--- src/rtl/axis_image_packer.sv ---
`timescale 1ns/1ps
// axis_image_packer
//   AXI-Stream width up-converter. Narrow input beats (INPUT_BYTES each) are
//   packed little-endian into wide output words (OUTPUT_BYTES each). Packet
//   boundaries are kept: an input beat with last always closes the current
//   word, and keep marks which byte lanes of a partial final word are valid.
//   A frame counter advances on every output handshake that carries last.
//
//   Handshake semantics (both sides): a transfer happens on a rising clk_i edge
//   where valid and ready are both high. A producer holds data/keep/last
//   stable while valid is high and ready is low, and never withdraws valid
//   before the transfer.
//
// Ports
//   clk_i, rstn_i     clock, asynchronous active-low reset
//   axis_s_*          narrow input stream (data, valid, ready, last)
//   axis_m_*          wide output stream (data, valid, ready, last, keep)
//   frame_cnt_o       number of output frames completed (wraps)
module axis_image_packer #(
  parameter int INPUT_BYTES    = 1,
  parameter int OUTPUT_BYTES   = 4,
  parameter int INPUT_BITS     = INPUT_BYTES * 8,
  parameter int OUTPUT_BITS    = OUTPUT_BYTES * 8,
  parameter int FRAME_CNT_BITS = 16
) (
  input  logic                      clk_i,
  input  logic                      rstn_i,
  input  logic [INPUT_BITS-1:0]     axis_s_data_i,
  input  logic                      axis_s_valid_i,
  output logic                      axis_s_ready_o,
  input  logic                      axis_s_last_i,
  output logic [OUTPUT_BITS-1:0]    axis_m_data_o,
  output logic                      axis_m_valid_o,
  input  logic                      axis_m_ready_i,
  output logic                      axis_m_last_o,
  output logic [OUTPUT_BYTES-1:0]   axis_m_keep_o,
  output logic [FRAME_CNT_BITS-1:0] frame_cnt_o
);

  localparam int RATIO = OUTPUT_BYTES / INPUT_BYTES;
  // Keep the lane counter at least one bit wide so RATIO == 1 still elaborates.
  localparam int CNT_W = (RATIO > 1) ? $clog2(RATIO) : 1;

  generate
    if ((OUTPUT_BYTES % INPUT_BYTES) != 0 || OUTPUT_BYTES < INPUT_BYTES) begin : g_bad_ratio
      $fatal(1, "axis_image_packer: OUTPUT_BYTES must be an integer multiple of INPUT_BYTES");
    end
  endgenerate

  logic [CNT_W-1:0]        cnt;
  logic [OUTPUT_BITS-1:0]  acc;
  logic [OUTPUT_BITS-1:0]  merged;
  logic [OUTPUT_BYTES-1:0] keep_next;
  logic                    accept;
  logic                    complete;
  logic                    m_hs;

  // Input may only advance when the output register is free or draining
  // this cycle; gated by reset so nothing is accepted while held in reset.
  assign axis_s_ready_o = rstn_i && (!axis_m_valid_o || axis_m_ready_i);
  assign accept         = axis_s_valid_i && axis_s_ready_o;
  assign complete       = accept && ((cnt == CNT_W'(RATIO - 1)) || axis_s_last_i);
  assign m_hs           = axis_m_valid_o && axis_m_ready_i;

  // Current beat merged into its lane. Lanes above cnt are already zero
  // because the accumulator is cleared whenever a word is emitted.
  always_comb begin
    merged = acc;
    merged[int'(cnt) * INPUT_BITS +: INPUT_BITS] = axis_s_data_i;
    keep_next = '0;
    for (int b = 0; b < OUTPUT_BYTES; b++) begin
      if (b < (int'(cnt) + 1) * INPUT_BYTES) begin
        keep_next[b] = 1'b1;
      end
    end
  end

  always_ff @(posedge clk_i or negedge rstn_i) begin
    if (!rstn_i) begin
      cnt            <= '0;
      acc            <= '0;
      axis_m_data_o  <= '0;
      axis_m_keep_o  <= '0;
      axis_m_last_o  <= 1'b0;
      axis_m_valid_o <= 1'b0;
      frame_cnt_o    <= '0;
    end else begin
      if (m_hs && axis_m_last_o) begin
        frame_cnt_o <= frame_cnt_o + FRAME_CNT_BITS'(1);
      end
      if (complete) begin
        // A load in the same cycle as an output handshake simply replaces
        // the drained word, so full throughput needs no bubble.
        axis_m_data_o  <= merged;
        axis_m_keep_o  <= keep_next;
        axis_m_last_o  <= axis_s_last_i;
        axis_m_valid_o <= 1'b1;
        cnt            <= '0;
        acc            <= '0;
      end else begin
        if (m_hs) begin
          axis_m_valid_o <= 1'b0;
        end
        if (accept) begin
          acc <= merged;
          cnt <= cnt + CNT_W'(1);
        end
      end
    end
  end

endmodule

--- config.mk ---
export PLATFORM = sky130hd
export DESIGN_NAME = axis_image_packer
export DESIGN_NICKNAME = d
export VERILOG_FILES = /design/src/rtl/axis_image_packer.sv
export SDC_FILE = /design/constraint.sdc
export NUM_CORES = 1
export LEC_CHECK = 0
export ABC_CLOCK_PERIOD_IN_PS = 2700
export BUFFER_PORTS_ARGS = -buffer_cell sky130_fd_sc_hd__buf_2
export CAP_MARGIN = 20
export CORE_MARGIN = 4
export CORE_UTILIZATION = 50
export DETAILED_ROUTE_END_ITERATION = 7
export HOLD_SLACK_MARGIN = 0.06
export PLACE_DENSITY = 0.69
export SLEW_MARGIN = 20
export SYNTH_ARGS = -nofsm -noshare
export SYNTH_HDL_FRONTEND = slang
export SYNTH_SLANG_ARGS = --single-unit
--- constraint.sdc ---
create_clock -name clk_i -period 2.7 [get_ports clk_i]
set_input_delay 0.54 -clock clk_i [delete_from_list [all_inputs] [get_ports clk_i]]
set_output_delay 0.54 -clock clk_i [all_outputs]
set_load 0.01 [all_outputs]
---- Yosys cells after proc, flatten, opt, wreduce, memory -nomap -nowiden ----
Cells that the tools add are included.
operators by class
  muxes and demuxes ....................... 11
  reduce and logical (&&, ||, !) cells .... 10
  eq/ne operators ......................... 1
  shifts and indexed selects .............. 2
  order comparisons ....................... 4
  add/sub/neg operators ................... 4
operators by type and width
  cell                       count
  $mux W32                   2
  $neg A5 Y33                1
  $shift A8 B33 Y32 const A  1
  $shiftx A8 B33 Y32         1
  $bwmux W32                 1
  $lt A1 B32 Y1 const A      1
  $lt A2 B32 Y1 const A      1
  $lt A3 B32 Y1 const A      1
  $add A16 B1 Y16 const B    1
  $mux W1                    6
  $logic_and A1 B1 Y1        5
  $mux W2                    2
  $reduce_bool A2 Y1         2
  $add A2 B1 Y3 const B      1
  $lt A2 B3 Y1 const A       1
  $add A2 B1 Y2 const B      1
  $eq A2 B2 Y1 const B       1
  $logic_or A1 B1 Y1         2
  $logic_not A1 Y1           1
storage, ports and cells
  logic and storage cells ................. 39
  flip-flop bits (word level) ............. 88
  output and inout bits ................... 55
  bits of input ports ..................... 13

---- Logic depth before layout (Yosys ltp) ----
  depth in word-level cells ............... 6
  gate-level depth with buffers ........... 8
  gate-level depth less buffers ........... 6

---- Least setup slack after synthesis ----
Ideal clock, no wire load.
  path kind ............................... reg-to-reg
  from .................................... register cnt[0]
  to ...................................... register acc[17]
  clock period less this slack ............ 1.882 ns
  path slack .............................. 0.818 ns
  buffers on the path ..................... 1
  data required time ...................... 2.634 ns
  cell stages (with the launch flop) ...... 7
  library setup time ...................... 0.066 ns
  data arrival time ....................... 1.816 ns
  cell sequence ........................... dfrtp_1 inv_2 ha_1 clkbuf_1 nand2_1 nor2_4 a22o_1
on the way
  longest elaborated chain between the ends .. 5
  elaborated cells on any way between the ends .. 10
  classes of those cells .................. add/sub: 1; eq/ne: 1; shift: 2; mux: 3; reduce/logical: 3
ends and longest elaborated chain
  element                                                         RTL line  text
  start, declared                                                 50        logic [CNT_W-1:0] cnt;
  start signal, assigned                                          106       cnt <= cnt + CNT_W'(1);
  $neg A5 Y33                                                     69        merged[int'(cnt) * INPUT_BITS +: INPUT_BITS] = axis_s_data_i;
  $shiftx A8 B33 Y32 / $shift A8 B33 Y32 (equally long branches)  69
  $bwmux W32                                                      69
  $mux W32                                                        104       if (accept) begin
  $mux W32                                                        91        if (complete) begin
  end signal, assigned                                            105       acc <= merged;
  end, declared                                                   51        logic [OUTPUT_BITS-1:0] acc;
Several ways; a longest one is shown, not always the timed one. The select of a mux whose other input is x is not followed.
A chain may end at the register's enable or synchronous reset.

---- Final worst setup path ----
  from .................................... register cnt[0]
  to ...................................... register acc[8]
The elaborated chain is that of the path after synthesis.

==> results_dict.tcl <==
set metrics [dict create \
    dieWidth_um 95.9 \
    clock-skew-final_ns 0.0121 \
    yosys.area.top_type "dfrtp_1" \
    synth_area_leaders "dfrtp_1 (57%), a22o_1 (7.7%), o21ai_0 (3.8%)" \
    cts.sink_count 88 \
    synth_flop_cell "dfrtp_1" \
    place_inst 492 \
    die_y_um 95.9 \
    hold_end "frame_cnt_o[15]" \
    r2r_cells 6 \
    cts_tree "yes" \
    fin_cells 509 \
    drc 0 \
    async_reset_ff_frac 1.00 \
    postRouteAntennaNets 0 \
    arrival_ns 2.67 \
    cts_setup_buffers 0 \
    tightestPinTransition_ns 0.692 \
    start_kind "flip-flop" \
    core.rowCount 31 \
    hp-start "frame_cnt_o[15]" \
    grt_antenna_before_repair 0 \
    finalCritPeriodShare 0.884 \
    synth_edf_count 0 \
    firstDrtPassIters 4 \
    globalRouteOverflowTotal 0 \
    post_drt_wl_per_cell_um 16.7 \
    synth_nets 364 \
    ys_ff_latch 88 \
    htree_levels 3 \
    grt_max_degree 49 \
    grt_pass1_wl_um 14200 \
    drt_iter0_markers 184 \
    maxSlewHeadroom 0.535 \
    numCtsBuffers 9 \
    max_freq_ghz 0.419 \
    grt_pass1_vias 2751 \
    vias 2847 \
    fin_setup_tns_ns 0 \
    layout.nets 426 \
    clkTransAtPathRegs_ns 0.08 \
    cts_root_buf "clkbuf_8" \
    antenna_cells 0 \
    ys_seq_area_frac 0.570 \
    syn-cell-area_um2 3860 \
    crit_type "reg -> reg" \
    finalSetupViolations 0 \
    dp_hpwl_um 5920 \
    maxCapViolCount 0 \
    synth_area_per_cell_um2 11.3 \
    routed_via_density 5.59 \
    status "complete, no violations" \
    clock_path_buffers 2 \
    io_buffer_count 67 \
    r2r-end "acc[8]" \
    min_path_cells 1 \
    io_pins 68 \
    floorplan.initialDensity 0.524 \
    p_total_uw 3070 \
    cp-end-kind "flip-flop" \
    synth_cells 343 \
    synth_cell_type_count 43 \
    insertion_delay_ns 0.35 \
    min_path_type "reg -> reg" \
    r2r_start "cnt[0]" \
    finalCriticalPeriod_ns 2.39 \
    fp.coreArea_um2 7370 \
    synth_warnings 0 \
    n_fill_cell 645 \
    rsz0062_at_grt "no" \
    areaGrowthSynthToFinish_pct 15.1 \
    drive_gt1_frac 0.234 \
    max-vdd-ir-drop_mv 0.295 \
    hold_viol_final 0 \
    p_per_area_nw_per_um2 690 \
    rrSetupSlack_ns 0.31 \
    grt_use_total 0.205 \
    synth_top_area_share 0.570 \
    crit_fanout 15 \
    worstPathRequired_ns 2.98 \
    p_leak_uw 0.00217 \
    dieArea_um2 9190 \
    gp_congestion 0.823 \
    drt_wl_total_um 8490 \
    finalMaxSlewViolations 0 \
]
-- cell usage in the layout, fill, tap and decap left out, types with 2 or more instances in the layout --
master	count
nand4_1	6
nor2b_1	10
buf_4	5
a22oi_1	11
dfrtp_1	88
xor2_1	5
xnor2_1	10
o21ai_1	5
inv_2	2
a221oi_1	5
a32oi_1	8
and3_1	4
o21ai_0	29
nor3_1	2
nor2_1	7
clkbuf_8	12
and2b_1	3
a21oi_1	13
clkbuf_1	2
nand3_1	7
buf_2	66
inv_1	8
nand2_1	38
ha_1	8
a22o_1	34
and4_1	2
-- power by group --
| group | internal (uW) | switching (uW) |
|---|---|---|
| registers | 1450 | 111 |
| logic | 237 | 408 |
| clock network | 410 | 446 |
| total | 2100 | 965 |
-- worst max-delay path, stage by stage (launching register included) --
cell and delay (ns):
dfrtp_1 0.56, inv_2 0.18, ha_1 0.69, nand2_1 0.13, nor3_2 0.33, and2b_1 0.28
a22o_1 0.15
-- kinds of logic after synthesis --
logic type / count (synthesis) / share of synthesized area
fa+ha+maj: 8 / 0.0259
compound gates: 107 / 0.193
simple gates: 93 / 0.138
buf+inv: 31 / 0.0363
flops: 88 / 0.570
mux: 1 / 0.00292
xor+xnor: 15 / 0.0340
-- worst max-delay path by stage --
stage	endpoint	from	cells after the start	slack [ns]
after floorplan	acc[17]	cnt[0]	6	0.82
after global placement	acc[3]	cnt[0]	6	0.45
after detailed placement	acc[6]	cnt[0]	6	0.34
after CTS	acc[3]	cnt[0]	6	0.32
after global routing	acc[3]	cnt[0]	6	0.12
final	acc[8]	cnt[0]	6	0.31
-- final cells by class --
cell class / instances / area [um2] / area share
clock buffer: 14 / 173 / 0.0388
clock inverter: 2 / 12.5 / 0.00281
inverter: 10 / 37.5 / 0.00844
multi-input combinational: 224 / 1520 / 0.342
sequential: 88 / 2200 / 0.495
tap: 99 / 124 / 0.0279
timing repair buffer: 72 / 378 / 0.0850
-- routing by layer --
layer  vias up  routed length (um)  track usage
met5         -                   0            0
met4         0                 147       0.0865
met3        12                 511       0.0422
met2        83                3850        0.302
met1      1386                3980        0.296
li1       1366                   -            -
-- registers in the layout, indices dropped and copies added (netlist names) --
| name | flops |
|---|---|
| cnt | 2 |
| axis_m_valid_o | 1 |
| acc | 32 |
| axis_m_last_o | 1 |
| axis_m_data_o | 32 |
| axis_m_keep_o | 4 |
| frame_cnt_o | 16 |
-- cells in the mapped netlist, types with 2 or more instances --
| library cell | count |
|---|---|
| nand3_1 | 7 |
| buf_1 | 8 |
| inv_1 | 8 |
| o21ai_1 | 5 |
| inv_2 | 2 |
| a22o_1 | 34 |
| nor3_1 | 2 |
| nand4_1 | 6 |
| clkbuf_1 | 4 |
| buf_4 | 5 |
| and2b_1 | 3 |
| and3_1 | 4 |
| dfrtp_1 | 88 |
| o21ai_0 | 29 |
| nand2_1 | 38 |
| a22oi_1 | 11 |
| nor2_1 | 7 |
| a21oi_1 | 13 |
| xnor2_1 | 10 |
| a32oi_1 | 8 |
| a221oi_1 | 5 |
| and4_1 | 2 |
| buf_2 | 4 |
| nor2b_1 | 10 |
| xor2_1 | 5 |
| ha_1 | 8 |
-- stage by stage --
| step | setup slack (ns) | hold WS [ns] | utilization | area [um2] |
|---|---|---|---|---|
| after floorplan | 0.818 | 0.244 | - | 3860 |
| after global placement | 0.448 | 0.357 | 0.577 | 4250 |
| after detailed placement | 0.341 | 0.355 | 0.577 | 4250 |
| after CTS | 0.321 | 0.481 | 0.603 | 4450 |
| after global routing | 0.120 | 0.502 | 0.603 | 4450 |
| final | 0.312 | 0.473 | 0.603 | 4450 |
-- what timing repair did --
item                                   CTS  global route
setup endpoints to repair                0             0
endpoints found under the hold margin    2             0
gates resized for setup                  0             0
hold buffers                             1             0
No activity file was read; power rests on OpenSTA's default activity.
